### config.mk
export PLATFORM = sky130hd
export DESIGN_NAME = cache_req_rr_arbiter_flat
export DESIGN_NICKNAME = d
export VERILOG_FILES = /design/src/rtl/cache_req_rr_arbiter_if.sv /design/src/rtl/cache_req_rr_arbiter.sv /design/src/flat_wrapper.sv
export SDC_FILE = /design/constraint.sdc
export NUM_CORES = 1
export LEC_CHECK = 0
export CORE_ASPECT_RATIO = 0.6
export CORE_MARGIN = 4
export CORE_UTILIZATION = 34
export DETAILED_ROUTE_END_ITERATION = 8
export PLACE_DENSITY_LB_ADDON = 0.2
export SLEW_MARGIN = 40
export SYNTH_ARGS = -nofsm -noshare
export SYNTH_HDL_FRONTEND = slang
export SYNTH_SLANG_ARGS = --single-unit
### constraint.sdc
create_clock -name clk -period 1.65 [get_ports clk]
set_input_delay 0.165 -clock clk [delete_from_list [all_inputs] [get_ports clk]]
set_output_delay 0.165 -clock clk [all_outputs]
set_load 0.01 [all_outputs]
### src/rtl/cache_req_rr_arbiter_if.sv
// Request/response bundle between the cache clients, the arbiter and the tag pipeline.
// master = requester/downstream side, slave = arbiter side.
interface cache_req_rr_arbiter_if #(
    parameter int N_IN  = 4,
    parameter int IDX_W = 6,
    parameter int TAG_W = 20
);
    localparam int CHOSEN_W = (N_IN > 1) ? $clog2(N_IN) : 1;

    logic [N_IN-1:0]       io_in_valid;
    logic [N_IN-1:0]       io_in_ready;
    logic [N_IN*IDX_W-1:0] io_in_bits_idx;
    logic [N_IN*TAG_W-1:0] io_in_bits_tag;
    logic                  io_out_valid;
    logic                  io_out_ready;
    logic [IDX_W-1:0]      io_out_bits_idx;
    logic [TAG_W-1:0]      io_out_bits_tag;
    logic [CHOSEN_W-1:0]   io_chosen;

    modport master (
        output io_in_valid, io_in_bits_idx, io_in_bits_tag, io_out_ready,
        input  io_in_ready, io_out_valid, io_out_bits_idx, io_out_bits_tag, io_chosen
    );

    modport slave (
        input  io_in_valid, io_in_bits_idx, io_in_bits_tag, io_out_ready,
        output io_in_ready, io_out_valid, io_out_bits_idx, io_out_bits_tag, io_chosen
    );
endinterface

### src/rtl/cache_req_rr_arbiter.sv
// N-way cache request arbiter with a one-entry registered output stage.
// Define CACHE_ARB_RR_EN for round-robin; otherwise lowest channel index wins.
module cache_req_rr_arbiter #(
    parameter int N_IN  = 4,
    parameter int IDX_W = 6,
    parameter int TAG_W = 20
) (
    input  logic                  clk,
    input  logic                  reset,
    cache_req_rr_arbiter_if.slave bus
);
    localparam int CHOSEN_W = (N_IN > 1) ? $clog2(N_IN) : 1;

    logic                out_valid_reg;
    logic [IDX_W-1:0]    out_idx_reg;
    logic [TAG_W-1:0]    out_tag_reg;
    logic [CHOSEN_W-1:0] out_chosen_reg;

    logic                can_load;
    logic                fire;
    logic [N_IN-1:0]     grant;
    logic [CHOSEN_W-1:0] winner;
    logic [IDX_W-1:0]    sel_idx;
    logic [TAG_W-1:0]    sel_tag;

    assign can_load = ~out_valid_reg | bus.io_out_ready;

`ifdef CACHE_ARB_RR_EN
    logic [CHOSEN_W-1:0] ptr_reg;
    logic [N_IN-1:0]     low_mask;
    logic [N_IN-1:0]     hi_req;

    // Channels below the pointer are only considered when nothing at or above it is valid.
    for (genvar gi = 0; gi < N_IN; gi++) begin : g_mask
        assign low_mask[gi] = (CHOSEN_W'(gi) < ptr_reg);
    end

    assign hi_req = bus.io_in_valid & ~low_mask;
    assign grant  = (|hi_req) ? (hi_req & ~(hi_req - N_IN'(1)))
                              : (bus.io_in_valid & ~(bus.io_in_valid - N_IN'(1)));

    always_ff @(posedge clk or posedge reset) begin
        if (reset) begin
            ptr_reg <= '0;
        end else if (fire) begin
            ptr_reg <= (winner == CHOSEN_W'(N_IN - 1)) ? '0 : winner + CHOSEN_W'(1);
        end
    end
`else
    assign grant = bus.io_in_valid & ~(bus.io_in_valid - N_IN'(1));
`endif

    // One-hot grant to channel number and selected payload.
    always_comb begin
        winner  = '0;
        sel_idx = '0;
        sel_tag = '0;
        for (int i = 0; i < N_IN; i++) begin
            if (grant[i]) begin
                winner  = CHOSEN_W'(i);
                sel_idx = bus.io_in_bits_idx[i*IDX_W +: IDX_W];
                sel_tag = bus.io_in_bits_tag[i*TAG_W +: TAG_W];
            end
        end
    end

    assign bus.io_in_ready = grant & {N_IN{can_load & ~reset}};
    assign fire            = |(bus.io_in_valid & bus.io_in_ready);

    // Stale payload is held when the stage empties; only valid drops.
    always_ff @(posedge clk or posedge reset) begin
        if (reset) begin
            out_valid_reg  <= 1'b0;
            out_idx_reg    <= '0;
            out_tag_reg    <= '0;
            out_chosen_reg <= '0;
        end else if (fire) begin
            out_valid_reg  <= 1'b1;
            out_idx_reg    <= sel_idx;
            out_tag_reg    <= sel_tag;
            out_chosen_reg <= winner;
        end else if (can_load) begin
            out_valid_reg  <= 1'b0;
        end
    end

    assign bus.io_out_valid    = out_valid_reg;
    assign bus.io_out_bits_idx = out_idx_reg;
    assign bus.io_out_bits_tag = out_tag_reg;
    assign bus.io_chosen       = out_chosen_reg;
endmodule

### src/flat_wrapper.sv
// flat-port wrapper written by rule: the top's interface ports become plain ports
module cache_req_rr_arbiter_flat 
#(
    parameter int N_IN  = 4,
    parameter int IDX_W = 6,
    parameter int TAG_W = 20
)
  (clk, reset, bus_io_in_valid, bus_io_in_bits_idx, bus_io_in_bits_tag, bus_io_out_ready, bus_io_in_ready, bus_io_out_valid, bus_io_out_bits_idx, bus_io_out_bits_tag, bus_io_chosen);
  cache_req_rr_arbiter_if #(.N_IN(N_IN), .IDX_W(IDX_W), .TAG_W(TAG_W)) bus_i ();
  input  logic clk;
  input  logic reset;
  input wire logic [$bits(bus_i.io_in_valid)-1:0] bus_io_in_valid;
  input wire logic [$bits(bus_i.io_in_bits_idx)-1:0] bus_io_in_bits_idx;
  input wire logic [$bits(bus_i.io_in_bits_tag)-1:0] bus_io_in_bits_tag;
  input wire logic [$bits(bus_i.io_out_ready)-1:0] bus_io_out_ready;
  output wire logic [$bits(bus_i.io_in_ready)-1:0] bus_io_in_ready;
  output wire logic [$bits(bus_i.io_out_valid)-1:0] bus_io_out_valid;
  output wire logic [$bits(bus_i.io_out_bits_idx)-1:0] bus_io_out_bits_idx;
  output wire logic [$bits(bus_i.io_out_bits_tag)-1:0] bus_io_out_bits_tag;
  output wire logic [$bits(bus_i.io_chosen)-1:0] bus_io_chosen;
  assign bus_i.io_in_valid = bus_io_in_valid;
  assign bus_i.io_in_bits_idx = bus_io_in_bits_idx;
  assign bus_i.io_in_bits_tag = bus_io_in_bits_tag;
  assign bus_i.io_out_ready = bus_io_out_ready;
  assign bus_io_in_ready = bus_i.io_in_ready;
  assign bus_io_out_valid = bus_i.io_out_valid;
  assign bus_io_out_bits_idx = bus_i.io_out_bits_idx;
  assign bus_io_out_bits_tag = bus_i.io_out_bits_tag;
  assign bus_io_chosen = bus_i.io_chosen;
  cache_req_rr_arbiter #(.N_IN(N_IN), .IDX_W(IDX_W), .TAG_W(TAG_W)) u_core (.clk(clk), .reset(reset), .bus(bus_i));
endmodule
# Word level (Yosys, flattened, before mapping)
# Index checks and enable logic that the tools add are counted.
[op_classes] bitwise_logic=8 n_reduce_logical=2 n_addsub=1 mux=13
[ops] cell="$mux 20" n=4
[ops] cell="$mux 6" n=4
[ops] cell="$and 4x4->4" n=3
[ops] cell="$mux 2" n=2
[ops] cell="$not 4->4" n=1
[ops] cell="$reduce_or 4->1" n=1
[ops] cell="$sub 4x1->4 const B" n=1
[ops] cell="$mux 1" n=3
[ops] cell="$not 1->1" n=2
[ops] cell="$reduce_bool 2->1" n=1
[ops] cell="$and 1x1->1" n=1
[ops] cell="$or 1x1->1" n=1
[word_totals] out_inout_bits=33 ff_bits=29

# Depth between registers and ports, before layout
# Gate-level depths: netlist of run 1.
[depth] ltp_word=7 mapped_depth=7 depth_no_buf=4

# Worst setup path before layout of run 1
# Ideal clock, no wire load.
[synth_timing] path_kind="register to output" startpoint="register u_core.out_valid_reg (netlist: u_core.bus.io_out_valid)" endpoint="output bus_io_in_ready[2]" stages_incl_launch_ff=5 path_slack_ps=234 t_arrival_ps=1251 required_time_ps=1485 path_buffers=1 cell_sequence="dfrtp_1 nor2b_1 nor2_1 clkbuf_1 and3_1"
[synth_between] elab_chain_cells=4
[synth_rtl] item="from (decl)" line="cache_req_rr_arbiter.sv:14" rtl="logic out_valid_reg;"
[synth_rtl] item="from (signal assigned)" line="cache_req_rr_arbiter.sv:73" rtl="out_valid_reg <= 1'b0;"
[synth_rtl] item="from (signal assigned)" line="cache_req_rr_arbiter.sv:78" rtl="out_valid_reg <= 1'b1;"
[synth_rtl] item="from (signal assigned)" line="cache_req_rr_arbiter.sv:83" rtl="out_valid_reg <= 1'b0;"
[synth_rtl] item="$not 1->1" line="cache_req_rr_arbiter.sv:26" rtl="assign can_load = ~out_valid_reg | bus.io_out_ready;"
[synth_rtl] item="$or 1x1->1" line="cache_req_rr_arbiter.sv:26"
[synth_rtl] item="$and 1x1->1" line="cache_req_rr_arbiter.sv:67" rtl="assign bus.io_in_ready = grant & {N_IN{can_load & ~reset}};"
[synth_rtl] item="$and 4x4->4" line="cache_req_rr_arbiter.sv:67"
[synth_rtl] item="to (decl)" line="flat_wrapper.sv:16" rtl="output wire logic [$bits(bus_i.io_in_ready)-1:0] bus_io_in_ready;"
# Every way passes these cells.

# Final worst setup path of run 1
[layout_timing] startpoint="input bus_io_in_valid[1]" endpoint="output bus_io_in_ready[1]"
[layout_between] elab_chain_cells=4
[layout_rtl] item="from (decl)" line="flat_wrapper.sv:12" rtl="input wire logic [$bits(bus_i.io_in_valid)-1:0] bus_io_in_valid;"
[layout_rtl] item="$sub 4x1->4" line="cache_req_rr_arbiter.sv:50" rtl="assign grant = bus.io_in_valid & ~(bus.io_in_valid - N_IN'(1));"
[layout_rtl] item="$not 4->4" line="cache_req_rr_arbiter.sv:50"
[layout_rtl] item="$and 4x4->4 (*)" line="cache_req_rr_arbiter.sv:50"
[layout_rtl] item="$and 4x4->4 (*)" line="cache_req_rr_arbiter.sv:67"
# Mark *: on every way between the ends. The rest lies on a longest branch, timed or not.

==> run metrics, run 1 <==
Netlist cell types=32; CP startpoint kind=input port; commonest non-fill, non-tap cell in the layout=clkdlybuf4s50_1; max-slew violations=0; leakage power=1.38 nW; vias in the first global route=2366; Final setup viols=0; Peak VDD IR=0.000353 V; largest net degree at the start of global routing=41; WL/cell=16.2 µm; drt total wl=7140 µm; yosys warns=0; synthesized flop and latch total=29; fin crit share=94.1%; outcome=complete, no violations; PwrDens=708 nW/µm²; pre-CTS setup slack=-0.329 ns; part of the Yosys area used for sequential elements=38.9%; floorplan die area=6770 µm²; first-pass GRT wire length=11700 µm; CP arrival=1.39 ns; Post-DP HPWL=5680 µm; die width=104 µm; share of layout cells above drive strength 1=12.8%; Total GRT Usage=21.6%; Hold Slack=0.411 ns; CP max stage delay=0.50 ns; clock tree sinks=29; antenna fix cells=0; CTS root buffer=clkbuf_8; Final ANT Viol Nets=0; Worst EP required=1.48 ns; die height=65.4 µm; syn nets=333; top cell type's share of synthesized area=38.9%; number of detailed-route iterations in the first pass=4; total congestion overflow=0; TNS Setup=0 ns; num ports=144; nets@finish=486; fillers=432; placed cell count=434; core area=5180 µm²; Max Fanout on Critical Path=3; via count=2297; buffers added on ports=143; fin util=68.5%; crit-path leading delay family=buffers and inverters; CP Cell Sequence=clkdlybuf4s50_1 > buf_4 > clkinv_1 > nor4_1 > clkbuf_2; Initial DRC Count=96; placer congestion estimate=0.811; Setup Skew=0.00595 ns; initial antenna violation count=0; Post-CTS Setup Bufs=0; slowest stage cell, crit path=clkdlybuf4s50_1; CP Capture Type=output pin; f_max=0.644 GHz; Hold Path Class=in -> async; CTS tree=done; CTS buffer count=5; Slew headroom=76.4%; Buf/Inv on CP=4; cell taking the most area after synthesis=dfrtp_1; Max Buffers Root-to-Sink=2; vias per cell=5.21; worst setup margin=0.0971 ns; CTS H-tree depth=2; Initial Util=36.0%; Clock Latency Late Sink=0.27 ns; synthesis-to-layout area growth=90.3%; DRC Markers=0; Syn Inst Count=222; Mapped Area=1860 µm²; # rows=20; fin cells=441; Mean Syn Cell Area=8.40 µm²; top post-synthesis cells by area=dfrtp_1, nand2_1, o211ai_1; clk slew on worst S/H paths=0.06 ns; Hold Violations, Final=0; Worst Tran Pin Value=0.354 ns; CP Class=in -> out; minimum clock period=1.55 ns; highest-count cells in the layout ignoring fill and taps=clkdlybuf4s50_1, nand2_1, dfrtp_1, buf_4, nor2_1; max-cap viol count=0; RSZ-0062 raised after global routing=no
[power by group]
group	switching [W]	internal, W
sequential	0.0000728	0.000838
clock	0.000246	0.000330
combinational	0.000379	0.000648
total	0.000698	0.00182
[timing repair]
item / 4_1_cts / 5_1_grt
setup endpoints to repair: 4 / 9
gates resized for setup: 11 / 5
cloned: 0 / 0
pin swaps: 1 / 2
hold buffers: 0 / 0
[path summary, 6_finish.rpt]
path                            slack, ns                     from                             end  depth (start not counted)
worst max-delay path                  0.1       bus_io_in_valid[1]              bus_io_in_ready[1]                          5
min in group clk                     0.41       bus_io_in_valid[0]         u_core.bus.io_chosen[1]                          4
worst min register to register       0.54  u_core.bus.io_chosen[1]         u_core.bus.io_chosen[1]                          2
worst max register to register        0.1  u_core.bus.io_out_valid   u_core.bus.io_out_bits_tag[3]                          7
max in group asynchronous            1.00                    reset  u_core.bus.io_out_bits_tag[17]                          4
worst min-delay path                 0.41                    reset  u_core.bus.io_out_bits_tag[19]                          4
[logic make-up after synthesis]
logic type / synth area share (%)
flops: 38.9
simple gates: 18.1
compound gates: 36.4
buf+inv: 6.64
[registers in the layout, summed over array words and instances (netlist names)]
signal,count
u_core.bus.io_out_bits_tag,20
u_core.bus.io_chosen,2
u_core.bus.io_out_bits_idx,6
u_core.bus.io_out_valid,1
[worst reg2reg max path, stage by stage, from the launching register on]
cell      delay (ns)
dfrtp_1         0.39
nor2b_2         0.17
buf_4           0.13
buf_4           0.14
a211oi_4        0.23
buf_12          0.21
nor2_1          0.06
a31oi_1         0.15
[per-stage QoR]
stage | total power, W | area (µm²)
final | 0.00251 | 3550
after global routing | 0.00267 | 3550
after CTS | 0.00253 | 3560
after detailed placement | 0.00195 | 3480
after global placement | 0.00194 | 3480
after floorplan | 0.00130 | 1860
[area by class of cell]
type / count / area, µm² / share of cell area (%)
Multi-Input combinational cell: 167 / 1020 / 28.9
Clock buffer: 7 / 86.3 / 2.43
Tap cell: 66 / 82.6 / 2.33
Inverter: 3 / 11.3 / 0.317
Sequential cell: 29 / 726 / 20.5
Timing Repair Buffer: 169 / 1620 / 45.6
[per-layer routing]
metal / GRT usage [%] / up-vias / wire length, µm
met2: 33.0 / 108 / 3070
met5: 0 / - / 0
met4: 5.14 / 0 / 68
li1: - / 1131 / -
met1: 29.2 / 1052 / 3290
met3: 8.05 / 6 / 714
[cells in the mapped netlist]
cell and number:
inv_1 2, a211o_1 10, o21ai_0 9, nor4_1 1, or2_2 1, or2_1 1
buf_2 9, a211oi_2 1, o21ai_1 2, a21oi_1 12, a221oi_1 1, nand2b_1 1
a211oi_1 1, nor2b_1 1, o221a_2 6, clkbuf_1 11, o221a_1 9, buf_4 2
dfrtp_1 29, clkinv_1 1, o211ai_1 15, nor2_1 17, and3_1 1, o22ai_1 15
nand2_2 1, a31oi_1 10, o2bb2ai_1 1, nor3b_2 1, nand2_1 38, buf_6 1
and2_1 11, nor3_1 1
(Power assumes the default switching activity.)
==> run 2, diff against run 1 <==
--- a/config.mk
+++ b/config.mk
@@ -10,6 +10,7 @@
 export CORE_UTILIZATION = 34
 export DETAILED_ROUTE_END_ITERATION = 8
 export PLACE_DENSITY_LB_ADDON = 0.2
+export SKIP_CTS_REPAIR_TIMING = 1
 export SLEW_MARGIN = 40
 export SYNTH_ARGS = -nofsm -noshare
 export SYNTH_HDL_FRONTEND = slang
==> run metrics, run 2 (synthesis gave the netlist of run 1 again) <==
clk slew on worst S/H paths=0.06 ns (about the same); TNS Setup=0 ns (unchanged); clock tree sinks=29 (unchanged); Max Buffers Root-to-Sink=2 (unchanged); highest-count cells in the layout ignoring fill and taps=clkdlybuf4s50_1, nand2_1, dfrtp_1, buf_4, nor2_1; CTS tree=done; commonest non-fill, non-tap cell in the layout=clkdlybuf4s50_1; first-pass GRT wire length=11700 µm (unchanged); max-cap viol count=0 (unchanged); fin util=68.9% (+0.39 points); CTS H-tree depth=2 (unchanged); outcome=complete, no violations; minimum clock period=1.57 ns (+0.0158 ns); drt total wl=7170 µm (+0.36%); die height=65.4 µm (unchanged); busiest grt layer=met2; sequential power share=36.2% (about the same); vias in the first global route=2368 (+0.085%); Setup Skew=0.00592 ns (-0.0000309 ns); Hold Violations, Final=0 (unchanged); Post-DP HPWL=5680 µm (unchanged); GRT met1 Usage=29.2% (unchanged); # rows=20 (unchanged); num ports=144 (unchanged); part of the power in the clock network=22.9% (about the same); buffers added on ports=143 (unchanged); GR Util met3=8.05% (unchanged); CP startpoint kind=input port; Peak VDD IR=0.000353 V (about the same); DRC Markers=0 (unchanged); Worst Tran Pin Value=0.358 ns (+0.00335 ns); via count=2300 (+0.13%); floorplan die area=6770 µm² (unchanged); nets@finish=486 (unchanged); largest net degree at the start of global routing=41 (unchanged); initial antenna violation count=0 (unchanged); Slew headroom=76.2% (-0.22 points); RR Startpoint=u_core.bus.io_out_valid; Worst R2R Path Depth=7 (unchanged); die width=104 µm (unchanged); P_sw=0.000698 W (about the same); f_max=0.637 GHz (-1.0%); WL/cell=16.3 µm (+0.36%); Worst EP required=1.48 ns (about the same); Clock Latency Late Sink=0.27 ns (about the same); placer congestion estimate=0.811 (unchanged); Design Power=0.00252 W (about the same); CP Capture Type=output pin; Logic pwr share=40.9% (about the same); FF-to-FF End=u_core.bus.io_out_bits_tag[3]; reg-to-reg slack, setup=0.10 ns (about the same); leakage power=1.43 nW (+3.3%); Final setup viols=0 (unchanged); Int Power=0.00182 W (about the same); CTS buffer count=5 (unchanged); synthesis-to-layout area growth=91.4%; Total GRT Usage=21.6% (unchanged); max-slew violations=0 (unchanged); Max Fanout on Critical Path=3 (unchanged); Initial DRC Count=102 (+6.3%); share of layout cells above drive strength 1=11.7% (-1.1 points); fin crit share=95.1% (+0.96 points); RSZ-0062 raised after global routing=no; total congestion overflow=0 (unchanged); core area=5180 µm² (unchanged); Initial Util=36.0% (unchanged); antenna fix cells=0 (unchanged); CP Class=in -> out; number of detailed-route iterations in the first pass=4 (unchanged); CP arrival=1.40 ns (about the same); PwrDens=705 nW/µm² (-0.49%); Final ANT Viol Nets=0 (unchanged); CTS root buffer=clkbuf_8; max reg flops=20 (unchanged); vias per cell=5.22 (+0.13%); M2 GR Usage=33.0% (unchanged); Hold Path Class=in -> async; switch share=27.8% (about the same)
-- run 2: cell count changes in the layout (fill, tap and decap cells not counted), sizes merged --
| cell | previous run | this run |
|---|---|---|
| buf | 28 | 27 |
| clkbuf | 10 | 8 |
| dlymetal6s2s | 0 | 3 |
-- run 2: critical path, stage by stage --
cell and delay [ns]:
clkdlybuf4s50_1 0.50, buf_4 0.14, clkinv_1 0.07, nor4_1 0.31
dlymetal6s2s_1 0.22
-- run 2: area by class of cell --
type                            count  area, µm²
Timing Repair Buffer              169       1640
Fill cell                         429       1610
Multi-Input combinational cell    167       1020
Sequential cell                    29        726
Clock buffer                        7       86.3
Tap cell                           66       82.6
Inverter                            3       11.3
-- run 2: metrics by stage --
step | worst slack [ns] | hold slack [ns] | std cells | cell area [µm²]
4_1_cts | -0.348 | 0.411 | 441 | 3560
5_1_grt | 0.00616 | 0.438 | 441 | 3570
3_3_place_gp | -0.356 | 0.531 | 434 | 3480
6_report | 0.0814 | 0.413 | 441 | 3570
3_5_place_dp | -0.329 | 0.528 | 434 | 3480
2_1_floorplan | 0.234 | 0.243 | 222 | 1860
-- run 2: power by group through the flow --
stage,combinational [W],clock (W),sequential (W)
6_report,0.00103,0.000577,0.000910
3_5_place_dp,0.00103,0,0.000918
2_1_floorplan,0.000321,0,0.000975
5_1_grt,0.00112,0.000628,0.000927
3_3_place_gp,0.00102,0,0.000917
4_1_cts,0.00104,0.000589,0.000910
-- run 2: routing by layer --
layer	routed length (µm)	share of wire, %
met5	0	0
met3	705	9.8
met1	3310	46
met2	3090	43
met4	68	0.95
-- run 2: worst max path at each step --
| stage | startpoint | to | slack (ns) | depth (start not counted) |
|---|---|---|---|---|
| global route | u_core.bus.io_out_valid | u_core.bus.io_out_bits_idx[2] | 0.006 | 7 |
| finish | bus_io_in_valid[1] | bus_io_in_ready[1] | 0.08 | 5 |
| CTS | bus_io_in_valid[1] | bus_io_in_ready[3] | -0.35 | 6 |
| global placement | bus_io_in_valid[1] | bus_io_in_ready[1] | -0.36 | 5 |
| detailed placement | bus_io_in_valid[1] | bus_io_in_ready[3] | -0.33 | 6 |
| floorplan | u_core.bus.io_out_valid | bus_io_in_ready[2] | 0.23 | 4 |
==> run 3, diff against run 2 <==
--- a/config.mk
+++ b/config.mk
@@ -9,7 +9,7 @@
 export CORE_MARGIN = 4
 export CORE_UTILIZATION = 34
 export DETAILED_ROUTE_END_ITERATION = 8
-export PLACE_DENSITY_LB_ADDON = 0.2
+export PLACE_DENSITY = 0.82
 export SKIP_CTS_REPAIR_TIMING = 1
 export SLEW_MARGIN = 40
 export SYNTH_ARGS = -nofsm -noshare
==> run metrics, run 3 (synthesis gave the netlist of run 1 again) <==
Initial DRC Count=153 (+50%); P_sw=0.000725 W (+3.9%); Worst Tran Pin Value=0.397 ns (+0.0393 ns); Final ANT Viol Nets=0 (unchanged); slowest stage cell, crit path=dfrtp_1; # rows=20 (unchanged); Post-Layout Inst Area=3560 µm² (-0.11%); Peak VDD IR=0.000329 V (-6.9%); Post-DP HPWL=5840 µm (+2.9%); initial antenna violation count=0 (unchanged); crit-path leading delay family=buffers and inverters; part of the power in the clock network=22.6% (-0.3 points); Int Power=0.00179 W (-1.6%); CP startpoint kind=register; cell mode on critical path=buf_4; die height=65.4 µm (unchanged); CP Cell Sequence=nor2b_1 > buf_4 > buf_4 > a211oi_4 > buf_4 > o221a_1; hold path endpoint=u_core.bus.io_chosen[1]; Hold Slack=0.409 ns (-0.00404 ns); buffers added on ports=143 (unchanged); Max Buffers Root-to-Sink=2 (unchanged); drt total wl=7500 µm (+4.6%); DRC Markers=0 (unchanged); worst setup margin=0.0744 ns (-0.00697 ns); Logic pwr share=41.2% (+0.3 points); Slew headroom=73.5% (-2.6 points); Initial Util=36.0% (unchanged); pre-CTS setup slack=-0.330 ns (-0.00150 ns); f_max=0.635 GHz (-0.44%); leakage power=1.40 nW (-1.9%); Hold Violations, Final=0 (unchanged); outcome=complete, no violations; RR Startpoint=u_core.bus.io_out_valid; Hold Path Class=in -> reg; Worst EP required=1.87 ns (+0.39 ns); num ports=144 (unchanged); WL met3=572 µm (-19%); CP max stage delay=0.39 ns (-0.11 ns); vias per cell=5.23 (+0.25%); clk slew on worst S/H paths=0.06 ns (about the same); die width=104 µm (unchanged); first-pass GRT wire length=12200 µm (+3.7%); CTS buffer count=5 (unchanged); worst hold stages=4; Max Fanout on Critical Path=9 (+6); fin crit share=95.5% (+0.42 points); top sig layer=met4; Clock Latency Late Sink=0.28 ns (about the same); core area=5180 µm² (unchanged); FF-to-FF End=u_core.bus.io_out_bits_tag[7]; antenna fix cells=0 (unchanged); placer congestion estimate=0.803 (-0.97%); Final setup viols=0 (unchanged); CTS root buffer=clkbuf_8; Design Power=0.00251 W (about the same); number of detailed-route iterations in the first pass=4 (unchanged); PwrDens=705 nW/µm² (about the same); commonest non-fill, non-tap cell in the layout=clkdlybuf4s50_1; max-slew violations=0 (unchanged); highest-count cells in the layout ignoring fill and taps=clkdlybuf4s50_1, nand2_1, dfrtp_1, buf_4, nor2_1; hold_sp=bus_io_in_valid[0]; vias in the first global route=2358 (-0.42%); CP Class=reg -> reg; CP arrival=1.79 ns (+0.39 ns); Buf/Inv on CP=3 (-1); Total GRT Usage=22.7% (+1.1 points); floorplan die area=6770 µm² (unchanged); Worst R2R Path Depth=6 (-1); total congestion overflow=0 (unchanged); max reg flops=20 (unchanged); placed inst area=3490 µm² (+0.43%); Met2 Wirelength=3320 µm (+7.6%); WL/cell=17.0 µm (+4.4%); synthesis-to-layout area growth=91.2%; CTS tree=done; Setup Skew=0.00408 ns (-0.00184 ns); reg-to-reg slack, setup=0.07 ns (-0.03 ns); wl on met1=3530 µm (+6.6%); RSZ-0062 raised after global routing=yes; max-cap viol count=0 (unchanged); sequential power share=36.2% (about the same); CP Capture Type=register; clock tree sinks=29 (unchanged); fillers=439 (+2.3%); via count=2311 (+0.48%); nets@finish=486 (unchanged); switch share=28.8% (+1.1 points); share of layout cells above drive strength 1=12.5% (+0.77 points); largest net degree at the start of global routing=41 (unchanged); CTS H-tree depth=2 (unchanged); minimum clock period=1.58 ns (+0.00697 ns)
-- run 3: cell types whose count changed in the layout (fill, tap and decap cells not counted), sizes merged --
cell,delta
buf,+1
clkbuf,+2
dlymetal6s2s,-2
-- run 3: worst max path at each step --
stage,slack (ns),to,start,depth (start not counted)
after CTS,-0.37,bus_io_in_ready[3],bus_io_in_valid[1],6
after global routing,-0.008,u_core.bus.io_out_bits_tag[14],u_core.bus.io_out_valid,6
after global placement,-0.33,bus_io_in_ready[3],bus_io_in_valid[1],6
final,0.07,u_core.bus.io_out_bits_tag[7],u_core.bus.io_out_valid,6
after detailed placement,-0.33,bus_io_in_ready[3],bus_io_in_valid[1],6
after floorplan,0.23,bus_io_in_ready[2],u_core.bus.io_out_valid,4
-- run 3: layout make-up --
type,instances,area (µm²),share of cell area (%)
flip-flops and latches,29,726,20.4
well taps,66,82.6,2.32
repair buffers,169,1640,45.9
multi-input cells,167,1030,28.8
clock buffers,8,80.1,2.25
inverters,3,11.3,0.316
-- run 3: power groups by stage --
stage	Sequential, W	Clock [W]	Combinational [W]
finish	0.000911	0.000568	0.00103
global route	0.000926	0.000627	0.00112
global placement	0.000919	0	0.00102
floorplan	0.000975	0	0.000321
detailed placement	0.000921	0	0.00104
CTS	0.000912	0.000581	0.00104
-- run 3: worst register-to-register path: stages (launching register included) --
cell and delay, ns:
dfrtp_1 0.39, nor2b_1 0.16, buf_4 0.14, buf_4 0.14, a211oi_4 0.26, buf_4 0.24, o221a_1 0.20
-- run 3: per-stage QoR --
stage / util (%) / cells / setup TNS, ns
2_1_floorplan: - / 222 / 0
4_1_cts: 68.9 / 442 / -1.26
3_5_place_dp: 67.4 / 434 / -3.56
6_report: 68.8 / 442 / 0
3_3_place_gp: 67.4 / 434 / -3.20
5_1_grt: 68.8 / 442 / -0.0158
-- run 3: layer usage --
metal / track usage (%) / vias to the layer above
met4: 6.14 / 0
met2: 35.2 / 95
met3: 7.36 / 8
met5: 0 / -
met1: 30.6 / 1078
li1: - / 1130
